--- config.mk ---
export PLATFORM = sky130hd
export DESIGN_NAME = alu_seq_accum
export DESIGN_NICKNAME = d
export VERILOG_FILES = /design/src/rtl/alu_seq_accum.sv
export SDC_FILE = /design/constraint.sdc
export NUM_CORES = 1
export LEC_CHECK = 0
export CORE_MARGIN = 2
export CORE_UTILIZATION = 40
export CTS_BUF_LIST = sky130_fd_sc_hd__clkbuf_2
export CTS_CLUSTER_DIAMETER = 40
export CTS_CLUSTER_SIZE = 20
export DETAILED_ROUTE_END_ITERATION = 10
export GPL_TIMING_DRIVEN = 0
export RECOVER_POWER = 100
export SKIP_CTS_REPAIR_TIMING = 1
export SYNTH_ARGS = -nofsm -noshare
export SYNTH_HDL_FRONTEND = slang
export SYNTH_SLANG_ARGS = --single-unit
--- constraint.sdc ---
create_clock -name CLK -period 11.9 [get_ports CLK]
set_input_delay 2.38 -clock CLK [delete_from_list [all_inputs] [get_ports CLK]]
set_output_delay 2.38 -clock CLK [all_outputs]
set_load 0.05 [all_outputs]
--- src/rtl/alu_seq_accum.sv ---
`default_nettype none
// ============================================================================
// Module   : alu_seq_accum
// Function : valid/ready sequential ALU with a 2*WIDTH result accumulator;
//            single-cycle logic/arith ops, iterative signed MULT and DIV.
//            Optional macro ALU_SAT_EN: saturating ADD/SUB.
// Revision : 1.0
// ============================================================================
module alu_seq_accum #(
    parameter int WIDTH = 16
) (
    input  logic               CLK,
    input  logic               RST,
    input  logic               in_valid,
    output logic               in_ready,
    input  logic [4:0]         cmd,
    input  logic [WIDTH-1:0]   a,
    input  logic [WIDTH-1:0]   b,
    input  logic               use_acc,
    output logic               out_valid,
    input  logic               out_ready,
    output logic [2*WIDTH-1:0] result,
    output logic [2*WIDTH-1:0] acc,
    output logic               overflow,
    output logic               div_by_zero,
    output logic               illegal
);

    localparam int C_RW = 2 * WIDTH;
    localparam int C_CW = $clog2(WIDTH);

    localparam logic [4:0] C_OP_ADD  = 5'd1;
    localparam logic [4:0] C_OP_SUB  = 5'd2;
    localparam logic [4:0] C_OP_MULT = 5'd3;
    localparam logic [4:0] C_OP_DIV  = 5'd4;
    localparam logic [4:0] C_OP_SR   = 5'd5;
    localparam logic [4:0] C_OP_SL   = 5'd6;
    localparam logic [4:0] C_OP_AND  = 5'd7;
    localparam logic [4:0] C_OP_OR   = 5'd8;
    localparam logic [4:0] C_OP_XOR  = 5'd9;
    localparam logic [4:0] C_OP_NOT  = 5'd10;
    localparam logic [4:0] C_OP_NAND = 5'd11;
    localparam logic [4:0] C_OP_NOR  = 5'd12;
    localparam logic [4:0] C_OP_NXOR = 5'd13;

    localparam logic [WIDTH-1:0] C_SHIFT_LIM = WIDTH'(C_RW);
    localparam logic [C_CW-1:0]  C_LAST_ITER = C_CW'(WIDTH - 1);
    localparam logic [C_RW-1:0]  C_SAT_POS   = {{(WIDTH+1){1'b0}}, {(WIDTH-1){1'b1}}};
    localparam logic [C_RW-1:0]  C_SAT_NEG   = {{(WIDTH+1){1'b1}}, {(WIDTH-1){1'b0}}};

    typedef enum logic [1:0] {
        S_IDLE = 2'd0,
        S_BUSY = 2'd1,
        S_DONE = 2'd2
    } state_t;

    state_t            state_q, state_d;
    logic              in_ready_q, in_ready_d;
    logic              out_valid_q, out_valid_d;
    logic [C_RW-1:0]   result_q, result_d;
    logic [C_RW-1:0]   acc_q, acc_d;
    logic              overflow_q, overflow_d;
    logic              dbz_q, dbz_d;
    logic              illegal_q, illegal_d;
    logic              is_div_q, is_div_d;
    logic              neg_q, neg_d;
    logic [WIDTH-1:0]  mag_b_q, mag_b_d;
    logic [C_RW-1:0]   work_q, work_d;
    logic [C_CW-1:0]   cnt_q, cnt_d;

    logic [WIDTH-1:0]  w_b_eff;
    logic [WIDTH-1:0]  w_mag_a;
    logic [WIDTH-1:0]  w_mag_b;
    logic [WIDTH:0]    w_arith;
    logic [C_RW-1:0]   w_a_ext;
    logic              w_shift_big;
    logic [C_RW-1:0]   w_alu_res;
    logic              w_alu_ovf;
    logic              w_alu_ill;
    logic [WIDTH:0]    w_mul_sum;
    logic [C_RW-1:0]   w_mul_next;
    logic [WIDTH:0]    w_div_rem;
    logic [WIDTH:0]    w_div_trial;
    logic [C_RW-1:0]   w_div_next;
    logic [C_RW-1:0]   w_step;
    logic [C_RW-1:0]   w_quot;
    logic [C_RW-1:0]   w_final;

    assign w_b_eff     = use_acc ? acc_q[WIDTH-1:0] : b;
    assign w_mag_a     = a[WIDTH-1] ? -a : a;
    assign w_mag_b     = w_b_eff[WIDTH-1] ? -w_b_eff : w_b_eff;
    assign w_arith     = (cmd == C_OP_SUB) ? ({a[WIDTH-1], a} - {w_b_eff[WIDTH-1], w_b_eff})
                                           : ({a[WIDTH-1], a} + {w_b_eff[WIDTH-1], w_b_eff});
    assign w_a_ext     = {{WIDTH{1'b0}}, a};
    assign w_shift_big = (w_b_eff >= C_SHIFT_LIM);

    always_comb begin
        w_alu_res = '0;
        w_alu_ovf = 1'b0;
        w_alu_ill = 1'b0;
        case (cmd)
            C_OP_ADD, C_OP_SUB: begin
                w_alu_ovf = w_arith[WIDTH] ^ w_arith[WIDTH-1];
                w_alu_res = {{(WIDTH-1){w_arith[WIDTH]}}, w_arith};
`ifdef ALU_SAT_EN
                if (w_alu_ovf) begin
                    w_alu_res = w_arith[WIDTH] ? C_SAT_NEG : C_SAT_POS;
                end
`endif
            end
            C_OP_MULT, C_OP_DIV: begin
                w_alu_res = '0;
            end
            C_OP_SR:   w_alu_res = w_shift_big ? '0 : (w_a_ext >> w_b_eff);
            C_OP_SL:   w_alu_res = w_shift_big ? '0 : (w_a_ext << w_b_eff);
            C_OP_AND:  w_alu_res = {{WIDTH{1'b0}}, a & w_b_eff};
            C_OP_OR:   w_alu_res = {{WIDTH{1'b0}}, a | w_b_eff};
            C_OP_XOR:  w_alu_res = {{WIDTH{1'b0}}, a ^ w_b_eff};
            C_OP_NOT:  w_alu_res = {{WIDTH{1'b0}}, ~a};
            C_OP_NAND: w_alu_res = {{WIDTH{1'b0}}, ~(a & w_b_eff)};
            C_OP_NOR:  w_alu_res = {{WIDTH{1'b0}}, ~(a | w_b_eff)};
            C_OP_NXOR: w_alu_res = {{WIDTH{1'b0}}, ~(a ^ w_b_eff)};
            default:   w_alu_ill = 1'b1;
        endcase
    end

    // Unsigned magnitude engines; sign is restored from neg_q on the last step.
    // MULT: work = {partial product, remaining multiplier}, shift-add.
    assign w_mul_sum  = {1'b0, work_q[C_RW-1:WIDTH]} + {1'b0, mag_b_q};
    assign w_mul_next = work_q[0] ? {w_mul_sum, work_q[WIDTH-1:1]}
                                  : {1'b0, work_q[C_RW-1:1]};

    // DIV: work = {remainder, dividend/quotient}, restoring division.
    assign w_div_rem   = {work_q[C_RW-1:WIDTH], work_q[WIDTH-1]};
    assign w_div_trial = w_div_rem - {1'b0, mag_b_q};
    assign w_div_next  = w_div_trial[WIDTH]
                       ? {w_div_rem[WIDTH-1:0], work_q[WIDTH-2:0], 1'b0}
                       : {w_div_trial[WIDTH-1:0], work_q[WIDTH-2:0], 1'b1};

    assign w_step  = is_div_q ? w_div_next : w_mul_next;
    assign w_quot  = {{WIDTH{1'b0}}, w_step[WIDTH-1:0]};
    assign w_final = is_div_q ? (neg_q ? -w_quot : w_quot)
                              : (neg_q ? -w_step : w_step);

    always_comb begin
        state_d    = state_q;
        result_d   = result_q;
        acc_d      = acc_q;
        overflow_d = overflow_q;
        dbz_d      = dbz_q;
        illegal_d  = illegal_q;
        is_div_d   = is_div_q;
        neg_d      = neg_q;
        mag_b_d    = mag_b_q;
        work_d     = work_q;
        cnt_d      = cnt_q;
        case (state_q)
            S_IDLE: begin
                if (in_valid) begin
                    overflow_d = 1'b0;
                    dbz_d      = 1'b0;
                    illegal_d  = 1'b0;
                    if ((cmd == C_OP_MULT) || ((cmd == C_OP_DIV) && (w_b_eff != '0))) begin
                        state_d  = S_BUSY;
                        is_div_d = (cmd == C_OP_DIV);
                        neg_d    = a[WIDTH-1] ^ w_b_eff[WIDTH-1];
                        mag_b_d  = w_mag_b;
                        work_d   = {{WIDTH{1'b0}}, w_mag_a};
                        cnt_d    = '0;
                    end else begin
                        state_d = S_DONE;
                        if (cmd == C_OP_DIV) begin
                            result_d = '0;
                            acc_d    = '0;
                            dbz_d    = 1'b1;
                        end else if (w_alu_ill) begin
                            result_d  = '0;
                            illegal_d = 1'b1;
                        end else begin
                            result_d   = w_alu_res;
                            acc_d      = w_alu_res;
                            overflow_d = w_alu_ovf;
                        end
                    end
                end
            end
            S_BUSY: begin
                work_d = w_step;
                cnt_d  = cnt_q + 1'b1;
                if (cnt_q == C_LAST_ITER) begin
                    state_d  = S_DONE;
                    result_d = w_final;
                    acc_d    = w_final;
                end
            end
            S_DONE: begin
                if (out_ready) begin
                    state_d = S_IDLE;
                end
            end
            default: state_d = S_IDLE;
        endcase
        in_ready_d  = (state_d == S_IDLE);
        out_valid_d = (state_d == S_DONE);
    end

    always_ff @(posedge CLK or negedge RST) begin
        if (!RST) begin
            state_q     <= S_IDLE;
            in_ready_q  <= 1'b1;
            out_valid_q <= 1'b0;
            result_q    <= '0;
            acc_q       <= '0;
            overflow_q  <= 1'b0;
            dbz_q       <= 1'b0;
            illegal_q   <= 1'b0;
            is_div_q    <= 1'b0;
            neg_q       <= 1'b0;
            mag_b_q     <= '0;
            work_q      <= '0;
            cnt_q       <= '0;
        end else begin
            state_q     <= state_d;
            in_ready_q  <= in_ready_d;
            out_valid_q <= out_valid_d;
            result_q    <= result_d;
            acc_q       <= acc_d;
            overflow_q  <= overflow_d;
            dbz_q       <= dbz_d;
            illegal_q   <= illegal_d;
            is_div_q    <= is_div_d;
            neg_q       <= neg_d;
            mag_b_q     <= mag_b_d;
            work_q      <= work_d;
            cnt_q       <= cnt_d;
        end
    end

    assign in_ready    = in_ready_q;
    assign out_valid   = out_valid_q;
    assign result      = result_q;
    assign acc         = acc_q;
    assign overflow    = overflow_q;
    assign div_by_zero = dbz_q;
    assign illegal     = illegal_q;

endmodule
`default_nettype wire

==> reports/qor.txt <==
Status - complete, but fails checks
Failing checks - capacitance limit, slew limit
Die Width - 186.4 microns
IO Pins - 111
CP arrival - 10800 ps
Final setup fails - 0
Core Region - 32620 sq um
Largest net degree at the start of global routing - 73
Area grow syn2layout - 13.99%
Met3 WL post-DR - 3877 microns
Final critical-path share of the clock period - 84.72%
Via density - 6.274
Total Wirelength - 63020 microns
Grt ovf - 0
RSZ-0062 raised after global routing - no
Die area - 34740 sq um
Global-route wire length before repair - 93450 microns
Post-synth ARST share - 100.0%
Port Buffers - 107
Final Hold Viols - 0
Syn_nets - 1845
Dpl hpwl - 50660 microns
Worst-skew pair later-pin latency - 780 ps
Die Y - 186.4 microns
Number of global-route vias before repair - 13881
DRT met1 WL - 26260 microns
Initial antenna violation count - 1
Clock skew - 48.81 ps
Nets - 1973
Share of layout cells above drive strength 1 - 6.954%
Initial core utilization - 40.79%
Total CTS buffers - 17
Crit. End Element - flop
CTS root buffer - clkbuf_2
Max_cap viols - 2
CP Buf/Inv Count - 5
Total global routing track utilization - 35.87%
Critical Path RT - 12620 ps
CTS sink cnt - 125
Pwr dens - 214.1 nW/um^2
Max Used Layer - met4
Max Root-Sink Buffers - 2
Vias after detailed routing - 14425
DRT iter0 DRCs - 1451
Family with the most delay on the worst path - compound AO/OA/AOI/OAI gates
Wire length on met2 - 29630 microns
Fin worst setup slack - 1818 ps
# rows - 66
Register area share after synthesis - 23.52%
Setup TNS Final - 0 ps
Syn Inst Count - 1714
Hold Path Class - reg -> reg
DR WL/cell - 27.41 microns
CP Cell Sequence - dlygate4sd3_1 > mux2i_1 > clkbuf_1 > clkbuf_1 > clkbuf_1 > ha_1 > o221ai_1 > nand2_1 > xnor2_1 > ha_1 > nor4_1 > o21ai_0 > a221oi_1 > o21ai_0 > and4b_1 > o32ai_1 > nor2_1 > buf_6 > o21ai_0 > o21ai_0 > a21o_1
Main synth FF type - dfrtp_1
CTS H-Tree Depth - 4
DRC violations left - 0
Ys Warns - 0
Actual slew at the worst max-slew pin - 3799 ps
Utilization after layout - 46.50%
EDFF count, synth - 0
Yosys cell types - 102
LEAKAGE - 6.601 nW
Antenna Violating Nets Remaining - 0
Post-synthesis cell area - 13310 sq um
Setup crit start kind - primary input
CTS tree - built
Pre-CTS setup slack - 2444 ps
Most Frequent Cell on Critical Path - o21ai_0
Fin crit period - 10080 ps
Register bit total from synthesis - 125
Post-Syn Area per Cell - 7.763 sq um
Crit path max-delay cell type - mux2i_1
VDD IR-drop max - 0.1211 mV
First-pass DRT Iterations - 6
Fin Hold WS - 503.7 ps
CP max FO - 11
Max Slew Vio Count - 128
Worst-case headroom to the max-slew limit - -153.3%
Clock transition at path regs - 280 ps
Crit Path Category - in -> reg
Max Fclk - 99.19 MHz
Crit-path max cell delay - 880 ps
GPL Wtd Cong - 1.020
synth_stat cells, types with 6 or more instances:
library cell / number / area, sq um
o221ai_1: 21 / 183.9
o21a_1: 8 / 60.06
nor2b_1: 10 / 62.56
or4_1: 6 / 45.04
nor3b_1: 13 / 97.59
or3_1: 19 / 118.9
a2111oi_0: 12 / 105.1
ha_1: 86 / 1076
and3_1: 7 / 43.79
a211oi_1: 21 / 157.7
buf_1: 11 / 41.29
o211ai_1: 23 / 172.7
nand4_1: 10 / 62.56
a221oi_1: 11 / 96.34
dfrtp_1: 124 / 3103
nand2_1: 226 / 848.3
inv_1: 65 / 244.0
mux2i_1: 50 / 500.5
a21oi_1: 103 / 515.5
nor3_1: 50 / 250.2
a21o_1: 26 / 195.2
buf_2: 13 / 65.06
o41ai_1: 6 / 52.55
nor2_1: 166 / 623.1
a31oi_1: 24 / 150.1
o31ai_1: 18 / 135.1
o2bb2ai_1: 6 / 52.55
nor4_1: 10 / 62.56
clkbuf_1: 68 / 255.2
o21ai_0: 155 / 775.7
o22ai_1: 16 / 100.1
o21ai_1: 11 / 55.05
mux2_2: 25 / 281.5
nand2b_1: 10 / 62.56
xnor2_1: 74 / 648.1
a21oi_2: 6 / 52.55
a211o_1: 8 / 70.07
mux4_2: 7 / 157.7
a22o_1: 12 / 105.1
xor2_1: 20 / 175.2
a22oi_1: 6 / 45.04
nand3_1: 39 / 195.2
cell usage in the layout, fill, tap and decap left out, types with 8 or more instances in the layout:
| master | count |
|---|---|
| nand2_1 | 226 |
| nor2_1 | 167 |
| o21ai_0 | 161 |
| dfrtp_1 | 124 |
| a21oi_1 | 106 |
| ha_1 | 86 |
| clkbuf_1 | 74 |
| xnor2_1 | 74 |
| dlygate4sd3_1 | 71 |
| inv_1 | 65 |
| mux2i_1 | 50 |
| nor3_1 | 49 |
| nand3_1 | 39 |
| clkdlybuf4s50_1 | 35 |
| a21o_1 | 26 |
| mux2_2 | 25 |
| a31oi_1 | 24 |
| o211ai_1 | 23 |
| o221ai_1 | 22 |
| a211oi_1 | 21 |
| xor2_1 | 20 |
| or3_1 | 19 |
| o31ai_1 | 18 |
| clkbuf_2 | 17 |
| o22ai_1 | 16 |
| nor3b_1 | 13 |
| a22o_1 | 12 |
| a2111oi_0 | 12 |
| a221oi_1 | 11 |
| buf_2 | 10 |
| buf_1 | 10 |
| nand2b_1 | 10 |
| nor2b_1 | 10 |
| nand4_1 | 10 |
| nor4_1 | 9 |
| a211o_1 | 8 |
| o21a_1 | 8 |
final cells by class:
type                       instances  area (sq um)
fill                            3325         17450
multi-input combinational       1418          9444
sequential                       125          3129
timing repair buffer             109          1076
tap                              442         553.0
buffer                            99         437.9
inverter                          72         270.3
clock inverter                    15         166.4
clock buffer                      17         85.08
antenna                            2         5.005
path summary, 6_finish.rpt:
| path | start | endpoint | slack [ps] | cells past startpoint |
|---|---|---|---|---|
| min in group asynchronous | RST | result[23] | 2580 | 1 |
| setup reg to reg | acc[0] | result[21] | 3370 | 20 |
| setup / recovery | b[0] | result[21] | 1820 | 21 |
| hold reg to reg | result[15] | result[15] | 500 | 1 |
| max in group asynchronous | RST | acc[14] | 4540 | 2 |
| hold / removal | result[15] | result[15] | 500 | 1 |
through the flow:
| step | instance area [sq um] | instances | total power, mW |
|---|---|---|---|
| global placement | 14930 | 2263 | 2.905 |
| finish | 15170 | 2299 | 3.247 |
| global route | 15160 | 2298 | 3.454 |
| detailed placement | 14980 | 2265 | 2.929 |
| floorplan | 13310 | 1714 | 2.238 |
| CTS | 15230 | 2297 | 3.224 |
where the power goes:
group	switching (mW)	internal [mW]
registers	0.148	0.539
clock network	0.217	0.0707
logic	1.46	0.808
total	1.83	1.42
logic make-up after synthesis:
| logic type | after synthesis | synth area share, % |
|---|---|---|
| and+or+nand+nor | 596 | 20.71 |
| xor gates and xnor gates | 94 | 6.188 |
| buffers and inverters | 171 | 5.351 |
| muxes | 88 | 7.852 |
| adders and majority gates | 89 | 8.539 |
| DFF | 125 | 23.52 |
| AOI/OAI and AO/OA | 551 | 27.84 |
flip-flops by register name (all words and copies together) (netlist names), 2 cells and up:
name	cells
work_q	32
result	32
state_q	2
mag_b_q	16
acc	32
cnt_q	4
metal layers:
layer	GRT usage (%)	vias to the layer above
met5	0	-
met4	16.09	0
met3	3.743	126
met2	60.26	645
met1	46.64	7090
li1	-	6564
No activity file was read; power rests on OpenSTA's default activity.
